==> src/rtl/div_sequencer_pkg.sv <==
// Shared constants for the divide sequencer and the decoder's HI/LO enables.
// State codes are plain localparams so legacy tools can read them.
package div_sequencer_pkg;

   localparam int DIV_WIDTH = 32;

   localparam logic [1:0] HILO_NONE = 2'b10;
   localparam logic [1:0] HILO_BOTH = 2'b11;

   typedef logic [1:0] div_state_t;

   localparam div_state_t ST_IDLE = 2'd0;
   localparam div_state_t ST_CALC = 2'd1;
   localparam div_state_t ST_FIX  = 2'd2;
   localparam div_state_t ST_DONE = 2'd3;

endpackage

==> src/rtl/div_sequencer_step.sv <==
// One restoring shift-subtract iteration on the {rem, quo} working register.
// The shifted remainder keeps its carry-out bit so the trial never overflows.
module div_step
   import div_sequencer_pkg::*;
#(
   parameter int WIDTH = DIV_WIDTH
) (
   input  logic [2*WIDTH-1:0] rq_in,
   input  logic [WIDTH-1:0]   divisor,
   output logic [2*WIDTH-1:0] rq_out
);

   logic [WIDTH:0] shifted;
   logic [WIDTH:0] trial;
   logic           borrow;

   // shift left, trial subtract, keep the difference when it does not borrow
   always_comb begin
      shifted = rq_in[2*WIDTH-1:WIDTH-1];
      trial   = shifted - {1'b0, divisor};
      borrow  = trial[WIDTH];
      rq_out  = {borrow ? shifted[WIDTH-1:0] : trial[WIDTH-1:0],
                 rq_in[WIDTH-2:0], ~borrow};
   end

endmodule

==> src/rtl/div_sequencer.sv <==
// DIV/DIVU sequencer: magnitude divide, sign fixup, single HI/LO write.
// Build option DIV_ZERO_FAST_EN: divide by zero skips the loop.
module div_sequencer
   import div_sequencer_pkg::*;
#(
   parameter int WIDTH = DIV_WIDTH
) (
   input  logic             clk,
   input  logic             rst,
   input  logic             div_start,
   input  logic             div_signed,
   input  logic [WIDTH-1:0] opa,
   input  logic [WIDTH-1:0] opb,
   input  logic             annul,
   output logic             div_stall,
   output logic             div_busy,
   output logic [1:0]       hilo_we,
   output logic [WIDTH-1:0] hi_out,
   output logic [WIDTH-1:0] lo_out
);

   localparam int CW = $clog2(WIDTH);
   localparam logic [CW-1:0] LAST = CW'(WIDTH - 1);

   div_state_t         state;
   div_state_t         state_nxt;
   logic [CW-1:0]      count;
   logic [2*WIDTH-1:0] rq;
   logic [2*WIDTH-1:0] rq_step;
   logic [WIDTH-1:0]   divisor;
   logic               neg_q;
   logic               neg_r;
   logic               dz;
   logic [WIDTH-1:0]   hi_q;
   logic [WIDTH-1:0]   lo_q;
   logic [WIDTH-1:0]   mag_a;
   logic [WIDTH-1:0]   mag_b;
   logic [WIDTH-1:0]   q_fix;
   logic [WIDTH-1:0]   r_fix;
   logic               start_ok;
   logic               fast_dz;

   div_step #(.WIDTH(WIDTH)) u_step (
      .rq_in   (rq),
      .divisor (divisor),
      .rq_out  (rq_step)
   );

   // operand magnitudes, accepted start and sign-corrected results
   always_comb begin
      mag_a    = (div_signed && opa[WIDTH-1]) ? -opa : opa;
      mag_b    = (div_signed && opb[WIDTH-1]) ? -opb : opb;
      start_ok = (state == ST_IDLE) && div_start && !annul;
`ifdef DIV_ZERO_FAST_EN
      fast_dz  = (opb == '0);
`else
      fast_dz  = 1'b0;
`endif
      // with a zero divisor the loop leaves |opa| in rem, so the normal
      // remainder negation restores the raw dividend; quotient is forced
      q_fix    = dz ? '1 : (neg_q ? -rq[WIDTH-1:0] : rq[WIDTH-1:0]);
      r_fix    = neg_r ? -rq[2*WIDTH-1:WIDTH] : rq[2*WIDTH-1:WIDTH];
   end

   // next-state: annul kills an in-flight divide without a write
   always_comb begin
      state_nxt = state;
      unique case (state)
         ST_IDLE: if (start_ok) state_nxt = fast_dz ? ST_DONE : ST_CALC;
         ST_CALC: begin
            if (annul)              state_nxt = ST_IDLE;
            else if (count == LAST) state_nxt = ST_FIX;
         end
         ST_FIX:  state_nxt = annul ? ST_IDLE : ST_DONE;
         ST_DONE: state_nxt = ST_IDLE;
         default: state_nxt = ST_IDLE;
      endcase
   end

   // state, operand latch, iteration and result registers
   always_ff @(posedge clk) begin
      if (rst) begin
         state   <= ST_IDLE;
         count   <= '0;
         rq      <= '0;
         divisor <= '0;
         neg_q   <= 1'b0;
         neg_r   <= 1'b0;
         dz      <= 1'b0;
         hi_q    <= '0;
         lo_q    <= '0;
      end else begin
         state <= state_nxt;
         if (start_ok) begin
            rq      <= {{WIDTH{1'b0}}, mag_a};
            divisor <= mag_b;
            neg_q   <= div_signed & (opa[WIDTH-1] ^ opb[WIDTH-1]);
            neg_r   <= div_signed & opa[WIDTH-1];
            dz      <= (opb == '0);
            count   <= '0;
            if (fast_dz) begin
               hi_q <= opa;
               lo_q <= '1;
            end
         end
         if (state == ST_CALC) begin
            rq    <= rq_step;
            count <= count + 1'b1;
         end
         if (state == ST_FIX && !annul) begin
            hi_q <= r_fix;
            lo_q <= q_fix;
         end
      end
   end

   // pipeline handshake outputs
   always_comb begin
      div_busy  = (state != ST_IDLE);
      div_stall = start_ok || (state == ST_CALC) || (state == ST_FIX);
      hilo_we   = (state == ST_DONE && !annul) ? HILO_BOTH : HILO_NONE;
      hi_out    = hi_q;
      lo_out    = lo_q;
   end

endmodule

==> config.mk <==
export PLATFORM = sky130hd
export DESIGN_NAME = div_sequencer
export DESIGN_NICKNAME = d
export VERILOG_FILES = /design/src/rtl/div_sequencer_pkg.sv /design/src/rtl/div_sequencer_step.sv /design/src/rtl/div_sequencer.sv
export SDC_FILE = /design/constraint.sdc
export NUM_CORES = 1
export LEC_CHECK = 0
export ABC_CLOCK_PERIOD_IN_PS = 8400
export CAP_MARGIN = 0
export CORE_MARGIN = 1
export CORE_UTILIZATION = 38
export CTS_CLUSTER_DIAMETER = 200
export DETAILED_ROUTE_END_ITERATION = 6
export PLACE_DENSITY = 0.64
export SLEW_MARGIN = 25
export SYNTH_ARGS = -nofsm -noshare
export SYNTH_HDL_FRONTEND = slang
export SYNTH_HIERARCHICAL = 1
export SYNTH_SLANG_ARGS = --single-unit
==> constraint.sdc <==
create_clock -name clk -period 8.4 [get_ports clk]
set_input_delay 1.68 -clock clk [delete_from_list [all_inputs] [get_ports clk]]
set_output_delay 1.68 -clock clk [all_outputs]
set_load 0.05 [all_outputs]
==> run_results.csv <==
group,metric,value,unit
die,pin_count,137,
grt,grt_pass1_vias,9806,
place,gp_congestion,0.872,
timing,maxSlewHeadroom,34.4,%
critical_path,start_kind,"input port",
routing,vias,10800,
layout,n_fill_cell,2997,
die,start_util,39.1,%
critical_path,slowest_stage,"clkdlybuf4s50_1",
timing,drv_slew,0,
cts,cts_resized,0,
timing,setup_viol,0,
cts,clk-insertion-delay-late,440,ps
synthesis,synth_area_leaders,"dfxtp_1, xor2_1, a21oi_1",
layout,drive_gt1_share,7.39,%
routing,wl_per_cell,17.3,µm
critical_path,path_max_fanout,25,
critical_path,worstPathCellList,"clkdlybuf4s50_1, nor2b_1, o21ai_1, buf_4, o21ai_0, clkdlybuf4s50_1",
timing,fmax,177,MHz
critical_path,crit_arrival,3960,ps
synthesis,synth_area_per_cell,8.04,µm²
synthesis,seq_area_frac_synth,29.1,%
die,row_count,63,
power_and_ir_drop,peakVddDrop,0.143,mV
layout,syn_to_final_growth,16.0,%
routing,wirelength,32.8,mm
flow_run,max-cap-violations,0,
timing,worst_pin_slew,982,ps
routing,ant_nets,0,
timing,finClkSkew,16.9,ps
synthesis,syn_nets,1564,
layout,final_nets,1598,
cts,cts_buffer_depth,2,
die,die_area,31500,µm²
routing,drc,0,
die,coreArea,30000,µm²
grt,overflow,0,
power_and_ir_drop,p_per_area,165,nW/µm²
cts,clkSinkCount,170,
synthesis,ys.flop_type,"dfxtp_1",
synthesis,synth_cells,1456,
synthesis,ys_types,94,
critical_path,endpoint_kind,"output port",
synthesis,synth_common_cells,"dfxtp_1, a21oi_1, nor2_1",
layout,antenna_cells,0,
cts,cts_setup_buffers,0,
grt,grt_start_max_net_pins,102,
timing,min_period,5640,ps
synthesis,ys_ff_latch,170,
timing,rsz0062_at_grt,"false",
cts,root_buffer,"clkbuf_16",
synthesis,synth_most_common_cell,"dfxtp_1",
cts,cts_tree,"yes",
routing,drt-pass1-iter-count,5,
place,port-buffer-count,135,
grt,grt_pass1_wl,53.1,mm
cts,ctsHtreeMaxLevel,4,
place,dpl.hpwl,23.8,mm
grt,grt_util_all_layers,21.0,%
die,die_h,178,µm
grt,antenna_found_initial,0,
die,die_width,178,µm
power_and_ir_drop,p_leak,4.91,nW
synthesis,synth_edf_count,0,
worst_hold_path,hold_path.class,"flop to flop",
routing,drtIter0Drc,902,
critical_path,crit_required,6720,ps
status,status,"finished clean",
synthesis,yosysTopAreaCell,"dfxtp_1",
critical_path,crit_top_cell,"clkdlybuf4s50_1",
timing,period_share,67.1,%
timing,hold_viol,0,
synthesis,yosysTopAreaCellShare,29.1,%
synthesis,ys_warn_count,6,
routing,vias_per_cell,5.71,
cts,path_clk_slew,70,ps
cts,cts_hold_buf,0,
cts,cts_made_buffers,17,
synthesis,async_reset_ff_share,0,%
synthesis,synth_area,11700,µm²
critical_path,crit_type,"input port to output port",
timing,fin_tns_setup,0,ps
timing,hold-worst-slack,460,ps
critical_path,max_stage_delay,860,ps
-- cells in the final DEF (no fill, tap or decap), drive strengths merged, types with 21 or more instances in the layout --
master,count
or4,22
nand2,97
mux2,23
inv,52
a211oi,46
a31oi,27
dfxtp,170
nor3,35
clkbuf,21
or3,28
o41ai,22
o21ai,83
xnor2,46
o31ai,35
ha,38
nor2,105
nand3,60
a21oi,129
clkdlybuf4s50,134
xor2,77
-- path summary, 6_finish.rpt --
| kind | from | endpoint | slack (ps) | depth (start not counted) |
|---|---|---|---|---|
| worst max-delay path | annul | div_stall | 2760 | 6 |
| worst min-delay path | hi_out[0] | hi_out[0] | 460 | 2 |
| worst max register to register | rq[31] | rq[62] | 4510 | 15 |
| worst min register to register | hi_out[0] | hi_out[0] | 460 | 2 |
-- final cells by class --
class | instances | area [µm²] | area share [%]
inverters | 51 | 199 | 1.46
multi-input cells | 1104 | 7420 | 54.6
clock inverters | 11 | 160 | 1.18
repair buffers | 146 | 1430 | 10.5
well taps | 390 | 488 | 3.59
clock buffers | 21 | 480 | 3.54
flip-flops and latches | 170 | 3400 | 25.1
-- routing by layer --
metal | global-route usage, % | part of all wire (%) | vias up
li1 | - | - | 5432
met2 | 30.6 | 42 | 301
met1 | 32.6 | 52 | 5059
met4 | 4.84 | 1.1 | 0
met3 | 2.10 | 4.7 | 25
met5 | 0 | 0 | -
-- registers in the layout (all words and copies together), names as in the netlist --
register,flops
neg_q,1
lo_out,32
divisor,32
rq,64
count,5
neg_r,1
hi_out,32
dz,1
state,2
-- stage by stage --
stage | setup WS, ps | power [W] | utilization (%) | std cells | instance area, µm²
floorplan | 3750 | 0.00128 | - | 1456 | 11700
global placement | 2820 | 0.00139 | 43.2 | 1861 | 12900
global route | 2670 | 0.00234 | 45.3 | 1893 | 13600
finish | 2760 | 0.00224 | 45.3 | 1893 | 13600
detailed placement | 2780 | 0.00140 | 43.2 | 1861 | 12900
CTS | 2780 | 0.00225 | 45.3 | 1893 | 13600
-- cell families after synthesis --
group                      count (synthesis)  synth area share (%)
muxes                                     36                  4.04
and+or+nand+nor                          456                  20.4
xor gates and xnor gates                 123                  9.20
adders and majority gates                 39                  4.23
AOI/OAI and AO/OA                        449                  25.2
other                                      1                0.0320
buffers and inverters                    182                  7.76
DFF                                      170                  29.1
-- report_power, final --
part | switching (W) | internal, W | leakage [nW]
Sequential | 0.0000390 | 0.000831 | 1.38
Combinational | 0.000290 | 0.000226 | 3.23
Clock | 0.000346 | 0.000505 | 0.308
-- worst max-delay path: cells and delay by family --
family | cells | cell delay [ps]
buffers and inverters | 3 | 1650
AO/OA/AOI/OAI | 2 | 240
AND/OR/NAND/NOR | 1 | 390
(Power assumes the default switching activity.)
